File: src/rtl/arc4_pkg.sv
// rtl/arc4_pkg.sv - shared ARC4 stage constants and state types
package arc4_pkg;

  localparam int S_DEPTH = 256;
  localparam int ADDR_W  = 8;
  localparam int DATA_W  = 8;
  localparam int CNT_W   = ADDR_W + 1;
  localparam int ERR_W   = ADDR_W + 1;

  typedef enum logic [1:0] {
    IDLE  = 2'd0,
    READ  = 2'd1,
    DRAIN = 2'd2
  } readback_state_t;

endpackage

File: src/rtl/s_readback_if.sv
// rtl/s_readback_if.sv - start handshake, S-memory port and result bundle for s_readback
interface s_readback_if;
  import arc4_pkg::*;

  logic              en;
  logic              rdy;
  logic [ADDR_W-1:0] addr;
  logic [DATA_W-1:0] rddata;
  logic              wren;
  logic              pass;
  logic [ADDR_W-1:0] err_addr;
  logic [ERR_W-1:0]  err_count;
  logic [DATA_W-1:0] checksum;

  modport slave (
    input  en, rddata,
    output rdy, addr, wren, pass, err_addr, err_count, checksum
  );

  modport master (
    output en, rddata,
    input  rdy, addr, wren, pass, err_addr, err_count, checksum
  );

endinterface

File: src/rtl/s_readback.sv
// rtl/s_readback.sv - sweeps S memory, checks S[i]==i, reports pass/first error/count/checksum
module s_readback
  import arc4_pkg::*;
#(
  parameter int CHECK_IDENTITY = 1
) (
  input  logic          clk,
  input  logic          rst_n,
  s_readback_if.slave   bus
);

  localparam logic [1:0] ST_IDLE  = IDLE;
  localparam logic [1:0] ST_READ  = READ;
  localparam logic [1:0] ST_DRAIN = DRAIN;

  logic [1:0]        state;
  logic [CNT_W-1:0]  cnt;
  logic [CNT_W-1:0]  cnt_inc;
  logic              cap_valid;
  logic [ADDR_W-1:0] cap_addr;
  logic              pass_q;
  logic [ADDR_W-1:0] err_addr_q;
  logic [ERR_W-1:0]  err_count_q;
  logic [DATA_W-1:0] checksum_q;
  logic              mismatch;
  logic [ERR_W-1:0]  err_count_nx;

  assign cnt_inc      = cnt + 1'b1;
  assign mismatch     = (CHECK_IDENTITY != 0) && cap_valid && (bus.rddata != cap_addr);
  assign err_count_nx = err_count_q + ERR_W'(mismatch);

  // Bit 8 of the counter marks the step past address 255, ending the read phase.
  always_ff @(posedge clk or negedge rst_n) begin
    if (!rst_n) begin
      state       <= ST_IDLE;
      cnt         <= '0;
      cap_valid   <= 1'b0;
      cap_addr    <= '0;
      pass_q      <= 1'b0;
      err_addr_q  <= '0;
      err_count_q <= '0;
      checksum_q  <= '0;
    end else begin
      cap_valid <= (state == ST_READ);
      cap_addr  <= cnt[ADDR_W-1:0];

      case (state)
        ST_IDLE: begin
          if (bus.en) begin
            state       <= ST_READ;
            cnt         <= '0;
            pass_q      <= 1'b0;
            err_addr_q  <= '0;
            err_count_q <= '0;
            checksum_q  <= '0;
          end
        end
        ST_READ: begin
          cnt <= cnt_inc;
          if (cnt_inc[CNT_W-1]) begin
            state <= ST_DRAIN;
          end
        end
        ST_DRAIN: begin
          state  <= ST_IDLE;
          pass_q <= (CHECK_IDENTITY != 0) ? (err_count_nx == '0) : 1'b1;
        end
        default: begin
          state <= ST_IDLE;
        end
      endcase

      // Capture stage is never valid in IDLE, so it cannot collide with the start-time clear.
      if (cap_valid) begin
        checksum_q <= checksum_q + bus.rddata;
        if (mismatch) begin
          err_count_q <= err_count_nx;
          if (err_count_q == '0) begin
            err_addr_q <= cap_addr;
          end
        end
      end
    end
  end

  assign bus.rdy       = (state == ST_IDLE);
  assign bus.addr      = cnt[ADDR_W-1:0];
  assign bus.wren      = 1'b0;
  assign bus.pass      = pass_q;
  assign bus.err_addr  = err_addr_q;
  assign bus.err_count = err_count_q;
  assign bus.checksum  = checksum_q;

endmodule

File: src/flat_wrapper.sv
// flat-port wrapper written by rule: the top's interface ports become plain ports
module s_readback_flat import arc4_pkg::*;
#(
  parameter int CHECK_IDENTITY = 1
)
  (clk, rst_n, bus_en, bus_rddata, bus_rdy, bus_addr, bus_wren, bus_pass, bus_err_addr, bus_err_count, bus_checksum);
  s_readback_if bus_i ();
  input  logic clk;
  input  logic rst_n;
  input wire logic [$bits(bus_i.en)-1:0] bus_en;
  input wire logic [$bits(bus_i.rddata)-1:0] bus_rddata;
  output wire logic [$bits(bus_i.rdy)-1:0] bus_rdy;
  output wire logic [$bits(bus_i.addr)-1:0] bus_addr;
  output wire logic [$bits(bus_i.wren)-1:0] bus_wren;
  output wire logic [$bits(bus_i.pass)-1:0] bus_pass;
  output wire logic [$bits(bus_i.err_addr)-1:0] bus_err_addr;
  output wire logic [$bits(bus_i.err_count)-1:0] bus_err_count;
  output wire logic [$bits(bus_i.checksum)-1:0] bus_checksum;
  assign bus_i.en = bus_en;
  assign bus_i.rddata = bus_rddata;
  assign bus_rdy = bus_i.rdy;
  assign bus_addr = bus_i.addr;
  assign bus_wren = bus_i.wren;
  assign bus_pass = bus_i.pass;
  assign bus_err_addr = bus_i.err_addr;
  assign bus_err_count = bus_i.err_count;
  assign bus_checksum = bus_i.checksum;
  s_readback #(.CHECK_IDENTITY(CHECK_IDENTITY)) u_core (.clk(clk), .rst_n(rst_n), .bus(bus_i));
endmodule
File: config.mk
export PLATFORM = sky130hd
export DESIGN_NAME = s_readback_flat
export DESIGN_NICKNAME = d
export VERILOG_FILES = /design/src/rtl/arc4_pkg.sv /design/src/rtl/s_readback_if.sv /design/src/rtl/s_readback.sv /design/src/flat_wrapper.sv
export SDC_FILE = /design/constraint.sdc
export NUM_CORES = 1
export LEC_CHECK = 0
export ABC_AREA = 1
export CAP_MARGIN = 20
export CORE_MARGIN = 3
export CORE_UTILIZATION = 55
export CTS_BUF_LIST = sky130_fd_sc_hd__clkbuf_4 sky130_fd_sc_hd__clkbuf_8 sky130_fd_sc_hd__clkbuf_16
export CTS_CLUSTER_DIAMETER = 60
export DETAILED_ROUTE_END_ITERATION = 8
export GPL_TIMING_DRIVEN = 0
export PLACE_DENSITY = 0.94
export SETUP_SLACK_MARGIN = 0.5
export SLEW_MARGIN = 20
export SYNTH_ARGS = -nofsm -noshare
export SYNTH_HDL_FRONTEND = slang
export SYNTH_SLANG_ARGS = --single-unit
File: constraint.sdc
create_clock -name clk -period 6.4 [get_ports clk]
set_input_delay 1.28 -clock clk [delete_from_list [all_inputs] [get_ports clk]]
set_output_delay 1.28 -clock clk [all_outputs]
set_load 0.01 [all_outputs]
==> results of run 1 <==
-- final cells by class --
type,instances,share of cell area
multi-input combinational,276,0.384
timing repair buffer,46,0.133
sequential,46,0.330
clock inverter,2,0.0108
clock buffer,6,0.0219
buffer,17,0.0387
tap,67,0.0240
inverter,54,0.0581
-- kinds of logic (layout without fill, tap and decap cells) --
kind of cell,Yosys count,in the layout,share of synthesized area
DFF,46,46,0.407
and+or+nand+nor,232,232,0.347
buffers and inverters,71,125,0.119
other,1,1,0.00133
adders and majority gates,11,11,0.0513
xor gates and xnor gates,9,9,0.0279
AOI/OAI and AO/OA,23,23,0.0456
-- stage by stage --
| stage | cell area, um^2 | hold slack [ns] |
|---|---|---|
| detailed placement | 3380 | 0.438 |
| finish | 3490 | 0.465 |
| floorplan | 2830 | 0.395 |
| global placement | 3360 | 0.423 |
| CTS | 3490 | 0.460 |
| global route | 3490 | 0.480 |
-- how the worst max path moves through the flow --
stage | start | to | slack [ns] | depth (start not counted)
finish | bus_rddata[1] | u_core.bus.pass | 2.78 | 18
global route | bus_rddata[1] | u_core.bus.pass | 2.64 | 18
CTS | bus_rddata[1] | u_core.bus.pass | 2.81 | 18
detailed placement | bus_rddata[1] | u_core.bus.pass | 2.58 | 18
global placement | bus_rddata[1] | u_core.bus.pass | 2.68 | 15
floorplan | bus_rddata[1] | u_core.bus.pass | 3.45 | 17
-- layout by cell type (no fill, tap or decap), types with 4 or more instances in the layout --
cell,count
nand2_1,139
nand3_1,39
nor2_1,38
inv_1,52
ha_1,10
clkdlybuf4s50_1,44
nand4_1,4
buf_4,12
xnor2_1,9
nor2_2,4
dfrtp_1,46
o21ai_0,15
clkbuf_8,5
a21oi_1,4
-- routing by layer --
layer,part of all wire,GRT usage
met2,0.50,0.400
met5,0,0
met4,0.016,0.0943
met1,0.42,0.294
met3,0.055,0.0348
-- state kept, by name (all words and copies together) (netlist names) --
register,flops
u_core.state,2
u_core.cap_addr,8
u_core.cap_valid,1
u_core.bus.err_addr,8
u_core.bus.err_count,9
u_core.bus.checksum,8
u_core.bus.pass,1
u_core.cnt,9
-- power by group --
group	switching (uW)	leakage (uW)	internal, uW
registers	98.8	0.000595	392
logic	451	0.00118	374
clock network	97.6	0.0000548	121
==> summary.md, run 1 <==
| Metric | Value |
|---|---|
| Status | `completed` |
| Highest-delay cell along the critical path | `clkdlybuf4s50_1` |
| Final worst slack | `approximately 2.8 ns` |
| Synth area leaders | `dfrtp_1 (41%), nand2_1 (18%), nand3_1 (6.9%)` |
| Synth warn | `0` |
| Hold Path Stages | `0` |
| CP bufs+invs | `4` |
| Max VDD drop | `0.276 mV` |
| Post-synth top area cell | `dfrtp_1` |
| Seq/Total Area, Yosys | `0.407` |
| Hold Path End | `u_core.cap_addr[5]` |
| Post-CTS sizing | `0` |
| Max-slew violations | `0` |
| Most common cell in the synthesized netlist | `nand2_1` |
| Tot Pwr | `1530 uW` |
| Mapped Cells | `393` |
| RSZ-0062 raised after global routing | `false` |
| Syn_area_per_cell | `7.20 um^2` |
| Footprint of the multi-input gates | `1340 um^2` |
| Reg2Reg Launch Point | `u_core.cap_addr[1]` |
| Worst-path fanout max | `10` |
| Mapped cell area | `2830 um^2` |
| Core Region | `4850 um^2` |
| Die area | `6040 um^2` |
| Die Ht | `77.7 um` |
| Initial DRC Count | `290` |
| Skew final | `roughly 0.0066 ns` |
| R2r endpoint | `u_core.bus.pass` |
| Relative slew slack | `0.625` |
| H-tree depth | `2` |
| Worst Path Arrival | `3.81 ns` |
| Hold_buf cts | `0` |
| Fraction of layout cells with a size suffix above 1 | `0.0828` |
| Final #Nets | `468` |
| Vias | `2689` |
| TNS Setup | `0 ns` |
| Later-pin clock latency in the skew report | `0.30 ns` |
| Ports | `47` |
| First-pass GRT wire length | `11.4 mm` |
| Antenna Cells | `0` |
| Layout Utilization | `0.720` |
| WP data required | `6.59 ns` |
| Worst R2R Setup Slack | `3.92 ns` |
| GRT Total Usage | `0.233` |
| Final period util | `0.566` |
| Antenna violations before repair | `0` |
| Vias in the first global route | `roughly 2600` |
| Pwr dens | `440 nW/um^2` |
| Critical path, cell by cell | `clkdlybuf4s50_1 > xnor2_1 > nand2_1 > nor2_2 > nand2_4 > nand2_8 > buf_12 > inv_1 > ha_1 > ha_1 > nand3_1 > nand2_1 > nand2_1 > inv_1 > nand2_1 > nor2_1 > nand3_1 > nand2_1` |
| CTS tree | `built` |
| Hold Crit Start | `u_core.cnt[5]` |
| Post-CTS Setup Repair Bufs | `0` |
| Top delay family on crit path | `simple AND/OR/NAND/NOR gates` |
| GRT overflow | `0` |
| Non-filler cells in the finished layout | `514` |
| Detailed Place HPWL | `4.85 mm` |
| Max stage delay on crit path | `0.58 ns` |
| Drt drc | `0` |
| Longest Clk Path Bufs | `2` |
| Worst Reg-to-Reg Cells | `17` |
| Synth async-reset ratio | `1.00` |
| I/O Buffers | `45` |
| LEAKAGE | `around 0.0018 uW` |
| Final setup vio count | `0` |
| Largest net degree at the start of global routing | `29` |
| Fmax | `276 MHz` |
| CTS Sinks | `46` |
| Fillers | `377` |
| Crit path launch type | `input pin` |
| DP Worst Slack | `~2.6 ns` |
| Antenna Violating Nets Remaining | `0` |
| Hold Crit Class | `reg -> reg` |
| Most frequent cells after synthesis | `nand2_1 (139), inv_1 (52), dfrtp_1 (46)` |
| CP endpoint kind | `flop` |
| CTS buffer count | `5` |
| Final hold vios | `0` |
| FF+latch count, synth | `46` |
| Crit Path Category | `in -> reg` |
| Gp weighted congestion | `about 0.91` |
| Placed cells | `between 500 and 600` |
| Net Count, Synth | `415` |
| First-pass iteration count of the detailed router | `5` |
| Worst Tran Pin Value | `0.563 ns` |
| Most frequent CP cell | `nand2_1` |
| Dominant synthesized flop cell | `dfrtp_1` |
| Routed vias/inst | `around 5.2` |
| EDFF count, synth | `0` |
| Die Span X | `77.7 um` |
| # rows | `25` |
| Yosys cell types | `27` |
| Synth top area share | `0.407` |
| Area Growth Syn to Fin | `23.5%` |
| Max Cap Viol | `0` |
| Total Wirelength | `roughly 6.5 mm` |
| Clock slew at reported path FFs | `about 0.080 ns` |
| Fin crit period | `3.62 ns` |
| Starting Density | `0.583` |
| Wire per inst | `12.7 um` |
| Root Driver | `clkbuf_8` |
| FF/Latch Area | `1150 um^2` |
Power figures use the tool's default switching activity.
==> run 2: changes to the inputs <==
- CORE_UTILIZATION: 55 -> 54
- PLACE_DENSITY: 0.94 -> 0.93
- clock period: 6.4 -> 3.7 ns (I/O delays scaled with it)
==> run 2 against run 1 <==
Effect of this change: via count is 0.67% lower; sequential share of layout area down 0.29 points; setup slack got worse by 2.0 ns; critical endpoint unchanged; core utilization up 0.18 points; global-route usage decreased by 0.29 points; die area rose by 1.7%; register-to-register slack worse by 2.6 ns; sequential power is 74% higher; combinational power up 76%; routed wire length grew 4.6%.
==> summary.md, run 2 (synthesis results as in run 1) <==
| Metric | Value |
|---|---|
| Max stage delay on crit path | `0.52 ns` |
| First-pass iteration count of the detailed router | `5` |
| Max VDD drop | `about 0.51 mV` |
| Routed vias/inst | `~5.2` |
| Area Growth Syn to Fin | `24.6%` |
| I/O Buffers | `45` |
| Die Span X | `78.4 um` |
| Most common cell after layout, fill and taps aside | `nand2_1` |
| Detailed Place HPWL | `around 5.0 mm` |
| Antenna Violating Nets Remaining | `0` |
| Worst Path Arrival | `3.18 ns` |
| Antenna violations before repair | `0` |
| Starting Density | `0.579` |
| Most frequent CP cell | `nand2_1` |
| GRT Total Usage | `0.230` |
| Layout Utilization | `0.722` |
| Drt drc | `0` |
| Total Wirelength | `6.84 mm` |
| Final setup vio count | `0` |
| Pwr dens | `786 nW/um^2` |
| Top delay family on crit path | `simple AND/OR/NAND/NOR gates` |
| H-tree depth | `2` |
| Largest net degree at the start of global routing | `31` |
| Relative slew slack | `0.593` |
| DP Worst Slack | `0.429 ns` |
| Vias | `2671` |
| Die Ht | `78.4 um` |
| Later-pin clock latency in the skew report | `0.31 ns` |
| Worst-path fanout max | `10` |
| Fin crit period | `2.94 ns` |
| Root Driver | `clkbuf_8` |
| Crit path launch type | `input pin` |
| Final worst slack | `0.759 ns` |
| CTS tree | `built` |
| WP data required | `3.94 ns` |
| Status | `completed` |
| Ports | `47` |
| Hold Crit Class | `in -> async` |
| Max-slew violations | `0` |
| Most frequent cells in the layout | `nand2_1 (139), inv_1 (52), dfrtp_1 (46)` |
| Post-CTS sizing | `0` |
| Final period util | `0.795` |
| Initial DRC Count | `295` |
| Vias in the first global route | `2553` |
| Core Region | `between 4000 and 5000 um^2` |
| Worst R2R Setup Slack | `1.30 ns` |
| # rows | `25` |
| Die area | `6140 um^2` |
| CTS Sinks | `46` |
| Final #Nets | `468` |
| Max Cap Viol | `0` |
| Crit path depth | `18` |
| Critical path, cell by cell | `clkdlybuf4s50_1 > inv_1 > nand2_1 > nand2_1 > nand2_1 > nor2_2 > nand2_4 > nand2_8 > buf_12 > inv_1 > ha_1 > ha_2 > nand3_1 > o21ai_0 > nand2_1 > nor2_1 > nand3_1 > nand2_1` |
| CP endpoint kind | `flop` |
| CP bufs+invs | `4` |
| LEAKAGE | `0.00184 uW` |
| Highest-delay cell along the critical path | `clkdlybuf4s50_1` |
| TNS Setup | `0 ns` |
| R2r endpoint | `u_core.bus.pass` |
| Antenna Cells | `0` |
| Crit Path Category | `in -> reg` |
| Wire per inst | `13.3 um` |
| GRT overflow | `0` |
| CTS buffer count | `5` |
| Worst Tran Pin Value | `0.611 ns` |
| Final hold vios | `0` |
| Skew final | `0.0120 ns` |
| Clock slew at reported path FFs | `roughly 0.10 ns` |
| Hold_buf cts | `0` |
| RSZ-0062 raised after global routing | `false` |
| Reg2Reg Launch Point | `u_core.cap_addr[2]` |
| Post-CTS Setup Repair Bufs | `0` |
| Fraction of layout cells with a size suffix above 1 | `0.0850` |
| Fmax | `340 MHz` |
| Worst Reg-to-Reg Cells | `15` |
| Gp weighted congestion | `around 0.87` |
| First-pass GRT wire length | `11.4 mm` |
| Longest Clk Path Bufs | `2` |
## run 2: worst max-delay path by stage
stage	startpoint	endpoint	slack, ns
after detailed placement	bus_rddata[1]	u_core.bus.pass	0.43
after floorplan	bus_rddata[1]	u_core.bus.pass	1.29
after CTS	bus_rddata[1]	u_core.bus.pass	0.73
after global placement	bus_rddata[1]	u_core.bus.pass	0.52
final	bus_rddata[0]	u_core.bus.pass	0.76
after global routing	bus_rddata[0]	u_core.bus.pass	0.52
## run 2: routing by layer
metal | share of wire | global-route usage | vias up | routed length (um)
met5 | 0 | 0 | - | 0
li1 | - | - | 1306 | -
met3 | 0.064 | 0.0390 | 22 | 439
met1 | 0.42 | 0.288 | 1217 | 2860
met4 | 0.023 | 0.101 | 0 | 160
met2 | 0.49 | 0.392 | 126 | 3370
## run 2: power breakdown
part	internal (uW)	leakage [uW]	total (uW)	switching, uW
registers	678	0.000595	855	176
clock network	288	0.0000714	466	178
logic	651	0.00117	1450	796
total	1620	0.00184	2770	1150
## run 2: final cells by class
| class | count | area (um^2) |
|---|---|---|
| Buffer | 17 | 135 |
| Clock buffer | 6 | 82.6 |
| Clock inverter | 2 | 60.1 |
| Fill cell | 373 | 1360 |
| Inverter | 54 | 203 |
| Multi-Input combinational cell | 276 | 1340 |
| Sequential cell | 46 | 1150 |
| Tap cell | 67 | 83.8 |
| Timing Repair Buffer | 46 | 465 |
## run 2: per-stage QoR
stage / total power (uW) / area [um^2] / hold WS [ns] / instances
after floorplan: 1750 / 2830 / 0.395 / 393
after global placement: 2190 / 3360 / 0.425 / 505
after detailed placement: 2280 / 3380 / 0.437 / 506
after CTS: 2750 / 3520 / 0.364 / 514
after global routing: 2950 / 3520 / 0.372 / 514
final: 2770 / 3520 / 0.342 / 514
